File: config.mk
export PLATFORM = sky130hd
export DESIGN_NAME = param_counter_bank
export DESIGN_NICKNAME = d
export VERILOG_FILES = /design/src/rtl/param_counter_bank_pkg.sv /design/src/rtl/tick_prescaler.sv /design/src/rtl/param_counter_bank.sv
export SDC_FILE = /design/constraint.sdc
export NUM_CORES = 1
export LEC_CHECK = 0
export CAP_MARGIN = 20
export CORE_MARGIN = 5
export CORE_UTILIZATION = 53
export DETAILED_ROUTE_END_ITERATION = 10
export PLACE_DENSITY = 0.81
export SLEW_MARGIN = 20
export SYNTH_ARGS = -nofsm -noshare
export SYNTH_HDL_FRONTEND = slang
export SYNTH_HIERARCHICAL = 1
export SYNTH_SLANG_ARGS = --single-unit
File: constraint.sdc
create_clock -name clk -period 2.6 [get_ports clk]
set_input_delay 0.26 -clock clk [delete_from_list [all_inputs] [get_ports clk]]
set_output_delay 0.26 -clock clk [all_outputs]
set_load 0.005 [all_outputs]
File: src/rtl/param_counter_bank_pkg.sv
// Shared encodings for the parameterised counter bank: count mode and direction.
package param_counter_bank_pkg;

  typedef enum logic {
    MODE_WRAP = 1'b0,
    MODE_SAT  = 1'b1
  } mode_e;

  typedef enum logic {
    DIR_DOWN = 1'b0,
    DIR_UP   = 1'b1
  } dir_e;

endpackage

File: src/rtl/tick_prescaler.sv
// Free-running prescaler: counts 0..div and emits a registered one-cycle tick
// when the count reaches div.
module tick_prescaler #(
  parameter int PRE_W = 24
) (
  input  logic             clk,
  input  logic             rst_n,
  input  logic [PRE_W-1:0] div,
  output logic             tick
);

  logic [PRE_W-1:0] cnt_q, cnt_d;
  logic             tick_q, tick_d;

  // NOTE: every variable written here gets a default first, so no path can
  // leave it unassigned and infer a latch.
  always_comb begin
    tick_d = 1'b0;
    cnt_d  = cnt_q + PRE_W'(1);
    if (cnt_q == div) begin
      tick_d = 1'b1;
      cnt_d  = '0;
    end else if (cnt_q > div) begin
      // div was lowered under the running count: restart silently
      cnt_d = '0;
    end
  end

  // NOTE: reset is asynchronous active-low, so clearing takes effect without
  // a clock; state uses non-blocking assignments so all flops update together.
  always_ff @(posedge clk or negedge rst_n) begin
    if (!rst_n) begin
      cnt_q  <= '0;
      tick_q <= 1'b0;
    end else begin
      cnt_q  <= cnt_d;
      tick_q <= tick_d;
    end
  end

  assign tick = tick_q;

endmodule

File: src/rtl/param_counter_bank.sv
// Bank of N_CH independent up/down counters advanced by a shared prescaler
// tick, with wrap/saturate boundary handling and an LED readback mux.
module param_counter_bank
  import param_counter_bank_pkg::*;
#(
  parameter  int N_CH   = 4,
  parameter  int WIDTH  = 4,
  parameter  int PRE_W  = 24,
  localparam int LSEL_W = (N_CH > 1) ? $clog2(N_CH) : 1
) (
  input  logic                  clk,
  input  logic                  rst_n,
  input  logic [PRE_W-1:0]      prescale_div,
  input  logic [N_CH-1:0]       en,
  input  logic [N_CH-1:0]       dir,
  input  logic                  sat_mode,
  input  logic [N_CH-1:0]       load,
  input  logic [WIDTH-1:0]      load_val,
  input  logic                  clear,
  input  logic [LSEL_W-1:0]     led_sel,
  output logic [N_CH*WIDTH-1:0] count,
  output logic [N_CH-1:0]       bound,
  output logic                  tick,
  output logic [WIDTH-1:0]      leds
);

  localparam logic [WIDTH-1:0]  MAX_CNT = '1;
  localparam logic [LSEL_W:0]   N_CH_L  = (LSEL_W + 1)'(N_CH);

  logic             tick_w;
  mode_e            mode;
  logic [WIDTH-1:0] cnt_arr [N_CH];
  logic [WIDTH-1:0] leds_q, leds_d;

  assign mode = mode_e'(sat_mode);

  tick_prescaler #(.PRE_W(PRE_W)) u_prescaler (
    .clk   (clk),
    .rst_n (rst_n),
    .div   (prescale_div),
    .tick  (tick_w)
  );

  for (genvar i = 0; i < N_CH; i++) begin : g_ch
    logic [WIDTH-1:0] cnt_q, cnt_d;
    logic             bound_q, bound_d;
    logic             at_lim;

    always_comb begin
      cnt_d   = cnt_q;
      bound_d = 1'b0;
      at_lim  = (dir_e'(dir[i]) == DIR_UP) ? (cnt_q == MAX_CNT) : (cnt_q == '0);
      if (clear) begin
        cnt_d = '0;
      end else if (load[i]) begin
        cnt_d = load_val;
      end else if (tick_w && en[i]) begin
        bound_d = at_lim;
        // saturate holds at the limit; wrap relies on modulo arithmetic
        if (at_lim && mode == MODE_SAT) cnt_d = cnt_q;
        else if (dir_e'(dir[i]) == DIR_UP) cnt_d = cnt_q + WIDTH'(1);
        else cnt_d = cnt_q - WIDTH'(1);
      end
    end

    always_ff @(posedge clk or negedge rst_n) begin
      if (!rst_n) begin
        cnt_q   <= '0;
        bound_q <= 1'b0;
      end else begin
        cnt_q   <= cnt_d;
        bound_q <= bound_d;
      end
    end

    assign cnt_arr[i]                = cnt_q;
    assign count[i*WIDTH +: WIDTH]   = cnt_q;
    assign bound[i]                  = bound_q;
  end

  // out-of-range selects read as zero rather than an undefined channel
  always_comb begin
    leds_d = '0;
    if ({1'b0, led_sel} < N_CH_L) leds_d = cnt_arr[led_sel];
  end

  always_ff @(posedge clk or negedge rst_n) begin
    if (!rst_n) leds_q <= '0;
    else        leds_q <= leds_d;
  end

  assign leds = leds_q;
  assign tick = tick_w;

endmodule

==> results of run 1 <==
==> synth_stat cells, types with 2 or more instances <==
master	count	area share
buf_6	3	0.0092
xnor2_1	15	0.036
xor2_1	16	0.038
or3_2	2	0.0041
nand2b_1	5	0.0086
or4_4	5	0.015
buf_2	2	0.0027
nand3b_1	3	0.0062
a21o_1	4	0.0082
o311ai_0	3	0.0072
a211oi_1	2	0.0041
ha_1	33	0.11
nand4_1	15	0.026
buf_4	4	0.0082
fa_1	4	0.022
o21ai_0	7	0.0096
mux4_2	3	0.018
and2_1	2	0.0034
nand2_1	28	0.029
mux2i_1	7	0.019
nand3_1	5	0.0068
nor3_1	6	0.0082
and3_1	5	0.0086
nor4_1	2	0.0034
nor2_1	52	0.053
or3_1	4	0.0068
mux2_1	9	0.028
a311oi_1	3	0.0072
o21ai_2	3	0.0072
o221ai_1	2	0.0048
o211ai_1	3	0.0062
a21oi_1	16	0.022
and3b_1	3	0.0072
inv_1	44	0.045
dfrtp_1	49	0.34
o22ai_2	3	0.010
==> layer usage <==
metal	share of wire	wire (µm)	GRT usage
met3	0.047	410	0.0523
met5	0	0	0
met2	0.49	4350	0.355
met4	0.017	153	0.0635
met1	0.44	3900	0.270
==> metrics by stage <==
| step | area [µm²] | power (mW) | setup slack (ns) | utilization | std cells |
|---|---|---|---|---|---|
| after floorplan | 3650 | 1.10 | 0.526 | - | 389 |
| after global placement | 4430 | 1.32 | 0.188 | 0.655 | 535 |
| after detailed placement | 4430 | 1.34 | 0.0274 | 0.655 | 535 |
| after CTS | 4550 | 1.89 | 0.328 | 0.673 | 544 |
| after global routing | 4550 | 1.98 | 0.0884 | 0.673 | 544 |
| final | 4550 | 1.88 | 0.315 | 0.673 | 544 |
==> worst max path at each step <==
stage	start	endpoint	slack (ns)	depth (start not counted)
final	u_prescaler/cnt_q[19]	u_prescaler/cnt_q[18]	0.32	7
after detailed placement	prescale_div[23]	u_prescaler/cnt_q[18]	0.03	9
after global placement	prescale_div[23]	u_prescaler/cnt_q[6]	0.19	9
after floorplan	u_prescaler/cnt_q[21]	u_prescaler/cnt_q[15]	0.53	7
after CTS	u_prescaler/cnt_q[19]	u_prescaler/cnt_q[16]	0.33	7
after global routing	u_prescaler/cnt_q[19]	u_prescaler/cnt_q[16]	0.09	7
==> critical path, cell delays in order, from the launching register on <==
cell	delay (ns)
dfrtp_1	0.46
ha_1	0.34
nand4_1	0.13
nor4_1	0.44
nand4_1	0.20
o2111ai_1	0.34
buf_12	0.21
nor2_1	0.06
==> what timing repair did <==
action,4_1_cts,5_1_grt
hold buffers,1,0
setup buffers,0,0
hold endpoints to repair,16,0
gates resized for setup,0,0
==> power by group through the flow <==
stage | logic [mW] | registers (mW) | clock network [mW]
after floorplan | 0.230 | 0.869 | 0
final | 0.452 | 0.874 | 0.553
after global routing | 0.505 | 0.883 | 0.590
after detailed placement | 0.451 | 0.887 | 0
after CTS | 0.456 | 0.873 | 0.558
after global placement | 0.433 | 0.886 | 0
==> logic make-up after synthesis <==
family,count (synthesis),synth area share
xor+xnor,31,0.0743
compound gates,54,0.108
flops,49,0.336
buf+inv,53,0.0654
fa+ha+maj,37,0.135
simple gates,145,0.209
mux,20,0.0726
==> sequential cells by signal, indices dropped and copies added, names as in the netlist <==
name	cells
u_prescaler/cnt_q	24
leds	4
g_ch.cnt_q	16
u_prescaler/tick	1
g_ch.bound_q	4
==> layout make-up <==
cell class,instances,area share
clock buffer,6,0.0160
clock inverter,2,0.00853
inverter,44,0.0363
multi-input combinational,287,0.481
sequential,49,0.270
tap,80,0.0220
timing repair buffer,76,0.166
==> results by group, run 1 <==
Run status
  • Outcome: complete, no violations

Logic synthesis
  • Synthesized instance count: 389
  • Sequential fraction of the synthesis area: 0.336
  • Synth cell types: 53
  • Synthesis-stage register bit count: 49
  • YS warnings: 6
  • Syn Nets: 472
  • Avg Inst Size Synth: 9.39 µm²
  • Post-synth EDFFs: 0
  • Post-synth top flop: dfrtp_1
  • Async SR Flop Fraction: 1.00
  • Cell Area, Synth: 3650 µm²

Timing
  • Final Hold Viols: 0
  • Fmax: 438 MHz
  • Setup TNS: 0 ns
  • Tmin final: 2.28 ns
  • Fin Hold WS: 0.393 ns
  • Final setup violating endpoints: 0
  • Max Clock Skew: 0.00874 ns
  • Slew margin rel.: 0.684
  • Least-Margin Pin Slew: 0.473 ns
  • RSZ-0062 raised after global routing: false
  • Slew Viols, Final: 0
  • Final Cycle Share: 0.879

Routing
  • Via count: 3099
  • Final WL: 8810 µm
  • Router iterations before antenna repair: 4
  • Wire per inst: 16.2 µm
  • Via/cell ratio: 5.70
  • DRC viols: 0
  • Routed Antenna Nets: 0
  • DRT iter0 DRCs: 173

Finish
  • Storage cell area: 1230 µm²
  • Final nets: 546
  • Commonest cells after routing, fill and taps aside: 69 x clkdlybuf4s50_1, 52 x nor2_1, 49 x dfrtp_1
  • Most common cell after layout, fill and taps aside: clkdlybuf4s50_1
  • Filler cells: 551
  • Multi-input logic area: 2190 µm²
  • ANT cells: 0
  • Layout cells sized above 1: 0.0797
  • Area Growth Syn to Fin: 24.5%

GRT
  • Vias in the first global route: 3138
  • GRT overflow: 0
  • First-pass GRT wire length: 14600 µm
  • Tot GR Track Use: 0.212
  • Initial antenna violation count: 0
  • Largest net degree at the start of global routing: 34

Critical path
  • Critical Path Sink Type: flip-flop
  • R2R cell count: 7
  • Crit path DAT: 2.48 ns
  • R2r setup slk: 0.32 ns
  • Required @ worst endpoint: 2.80 ns
  • Startpoint type of the worst setup path: flip-flop
  • Crit-path max FO: 24
  • WS Path Type: reg2reg
  • FF-to-FF End: u_prescaler/cnt_q[18]
  • Worst R2R Start: u_prescaler/cnt_q[19]

Placed design
  • DP Wirelength: 6900 µm
  • Final GP Congestion: 0.831
  • I/O Buffers: 70

Clocking
  • Bufs on Longest Clock Path: 2
  • H-tree depth: 2
  • Clock-pin slew on the worst setup and hold paths: 0.09 ns
  • CTS Buf Count: 5
  • CTS tree: yes
  • Clk sink count: 49
  • Clock tree root buffer cell: clkbuf_8
  • Clk_lat worst skew: 0.31 ns

Floorplan
  • Cell Rows: 30
  • I/O pins: 71
  • Die X: 93.0 µm
  • Initial core utilization: 0.541
  • Core box area: 6760 µm²
  • Area of the die: 8650 µm²
  • Die Y: 93.0 µm

Hold path
  • HP Class: in2async

Run
  • Max cap viols: 0

Power and ir drop
  • Comb power frac: 0.241
  • Leakage: 2.10 nW
  • Sw power: 0.529 mW
  • Power Dens Cells: 413 nW/µm²
  • Sw frac: 0.281
  • Pint: 1.35 mW
  • Flop pwr share: 0.465
  • VDD IR-drop max: 227 µV
  • Clock share of power: 0.294
No activity file was read; power rests on OpenSTA's default activity.
==> inputs of run 2 (changes only) <==
GPL_TIMING_DRIVEN = 0   (was default)
==> run 2 against run 1 <==
Against the previous run:
- sequential share of layout area shrank 0.43 points
- non-clock buffer count grew 4
- register-to-register slack lost 0.13 ns
- cell area grew 1.6%
- maximum frequency shrank 5.3%
- die area is the same
- the run now ends with hold timing left
- flip-flop and latch count is the same
- global-route usage shrank 0.40 points
- largest power group unchanged
- hold slack lost 0.41 ns
- count of clock-buffer cells in the layout is the same
==> results by group, run 2 (synthesized netlist as in run 1, its figures left out) <==
Run status
  • Outcome: finished, violations left
  • Failing checks: hold timing

Power and ir drop
  • Leakage: 2.13 nW (+1.8%)
  • Clock share of power: 0.301 (+0.007)
  • Sw frac: 0.279 (-0.00270)
  • VDD IR-drop max: 305 µV (+34%)
  • Sw power: 0.533 mW (+0.81%)
  • Power Dens Cells: 414 nW/µm² (+0.17%)
  • Total power: 1.91 mW (+1.8%)
  • Comb power frac: 0.242 (about the same)
  • Pint: 1.38 mW (+2.2%)
  • Flop pwr share: 0.458 (-0.007)

Routing
  • Via/cell ratio: 5.78 (+1.4%)
  • Via count: 3167 (+2.2%)
  • Routed Antenna Nets: 0 (unchanged)
  • DRT iter0 DRCs: 146 (-16%)
  • Router iterations before antenna repair: 4 (unchanged)
  • DRC viols: 0 (unchanged)
  • Wire per inst: 16.3 µm (+0.93%)
  • Final WL: 8960 µm (+1.7%)

Placed design
  • DP Wirelength: 6900 µm (about the same)
  • Final GP Congestion: 0.869 (+4.6%)
  • I/O Buffers: 70 (unchanged)

Timing
  • Max Clock Skew: 0.00746 ns (-0.00127 ns)
  • Fin Hold WS: -0.0147 ns (-0.408 ns)
  • Slew margin rel.: 0.468 (-0.216)
  • Final Hold Viols: 15 (+15)
  • RSZ-0062 raised after global routing: false
  • Final Cycle Share: 0.928 (+0.0496)
  • Tmin final: 2.41 ns (+0.129 ns)
  • Final setup violating endpoints: 0 (unchanged)
  • Slew Viols, Final: 0 (unchanged)
  • Fmax: 414 MHz (-5.3%)
  • Least-Margin Pin Slew: 0.791 ns (+0.318 ns)

Floorplan
  • Die X: 93.0 µm (unchanged)
  • I/O pins: 71 (unchanged)
  • Core box area: 6760 µm² (unchanged)
  • Initial core utilization: 0.541 (unchanged)
  • Die Y: 93.0 µm (unchanged)
  • Cell Rows: 30 (unchanged)
  • Area of the die: 8650 µm² (unchanged)

Clocking
  • Clock-pin slew on the worst setup and hold paths: 0.10 ns (about the same)
  • CTS tree: yes
  • Clk sink count: 49 (unchanged)
  • Clk_lat worst skew: 0.30 ns (about the same)
  • CTS Buf Count: 5 (unchanged)
  • H-tree depth: 2 (unchanged)
  • Clock tree root buffer cell: clkbuf_8
  • Bufs on Longest Clock Path: 2 (unchanged)
  • Post-CTS setup repair buffer count: 0 (unchanged)
  • Hold_buf cts: 0 (-1)

Critical path
  • Required @ worst endpoint: 2.79 ns (about the same)
  • Startpoint type of the worst setup path: flip-flop
  • Crit path DAT: 2.60 ns (+0.12 ns)
  • WS Path Type: reg2reg
  • Crit-path max FO: 10 (-58%)
  • Critical Path Sink Type: flip-flop

Finish
  • Register with the highest flop count: u_prescaler/cnt_q
  • Biggest regs: u_prescaler/cnt_q x24, g_ch.cnt_q x16
  • Area Growth Syn to Fin: 26.5%
  • Most common cell after layout, fill and taps aside: clkdlybuf4s50_1
  • Max FFs per register: 24 (unchanged)
  • Filler cells: 514 (-6.7%)
  • Final nets: 550 (+0.73%)
  • Commonest cells after routing, fill and taps aside: 69 x clkdlybuf4s50_1, 52 x nor2_1, 49 x dfrtp_1
  • ANT cells: 0 (unchanged)
  • Layout cells sized above 1: 0.0962 (+0.0164)

GRT
  • Met3 usage: 0.0330 (-0.0193)
  • Most Crowded Layer GR: met2
  • Met2 usage: 0.346 (-0.00900)
  • Vias in the first global route: 3157 (+0.61%)
  • GRT overflow: 0 (unchanged)
  • Tot GR Track Use: 0.208 (-0.00404)
  • Met1 Usage GRT: 0.276 (+0.00605)
  • First-pass GRT wire length: 14400 µm (-1.4%)
  • Initial antenna violation count: 0 (unchanged)
  • Largest net degree at the start of global routing: 30 (-12%)

Run
  • Max cap viols: 0 (unchanged)

Hold path
  • HP Class: in2async
-- run 2: cell types whose count changed in the layout (fill, tap and decap cells not counted), sizes merged --
cell and change:
buf +5, clkinv -1, clkinvlp +1, dlygate4sd3 -1
-- run 2: layout make-up --
type                    count  area [µm²]  share of cell area
plain buffers               9        73.8              0.0160
clock buffers               6        82.6              0.0179
clock inverters             2        37.5             0.00812
inverters                  44         165              0.0357
multi-input cells         287        2210               0.479
flip-flops and latches     49        1230               0.265
well taps                  80         100              0.0217
repair buffers             71         723               0.157
-- run 2: path summary, 6_finish.rpt --
kind / start / end / slack, ns / cells past startpoint
worst max-delay path: u_prescaler/cnt_q[19] / u_prescaler/cnt_q[19] / 0.19 / 7
worst min-delay path: rst_n / u_prescaler/cnt_q[8] / -0.01 / 1
worst max register to register: u_prescaler/cnt_q[19] / u_prescaler/cnt_q[19] / 0.19 / 7
worst min register to register: u_prescaler/cnt_q[0] / u_prescaler/cnt_q[0] / 0.55 / 1
max in group asynchronous: rst_n / g_ch[3].cnt_q[1] / 2.07 / 2
min in group clk: u_prescaler/cnt_q[0] / u_prescaler/cnt_q[0] / 0.55 / 1
-- run 2: worst max-delay path: stages (launching register included) --
cell and delay [ns]:
dfrtp_1 0.45, ha_1 0.34, nand4_1 0.16, nor4_2 0.37, nand4_1 0.26, o2111ai_4 0.35, buf_2 0.29, nor2_1 0.08
-- run 2: power by group through the flow --
stage	logic, mW	clock network [mW]	registers (mW)
2_1_floorplan	0.230	0	0.869
3_3_place_gp	0.435	0	0.888
3_5_place_dp	0.459	0	0.889
4_1_cts	0.463	0.582	0.875
5_1_grt	0.512	0.616	0.883
6_report	0.462	0.575	0.876
-- run 2: per-stage QoR --
step	TNS, ns	cells	area (µm²)	util	setup slack [ns]
after global placement	-11.43	539	4450	0.659	-0.321
final	0	548	4620	0.684	0.186
after global routing	0	548	4620	0.684	0.00320
after CTS	0	548	4600	0.681	0.112
after floorplan	0	389	3650	-	0.526
after detailed placement	-6.58	540	4480	0.663	-0.336
-- run 2: what timing repair did --
action,CTS,global route
resized for setup,1,2
setup endpoints to repair,20,20
pin swaps,0,0
-- run 2: metal layers --
| metal | up-vias | share of wire |
|---|---|---|
| li1 | 1523 | - |
| met1 | 1546 | 0.44 |
| met2 | 82 | 0.50 |
| met3 | 16 | 0.047 |
| met4 | 0 | 0.015 |
| met5 | - | 0 |
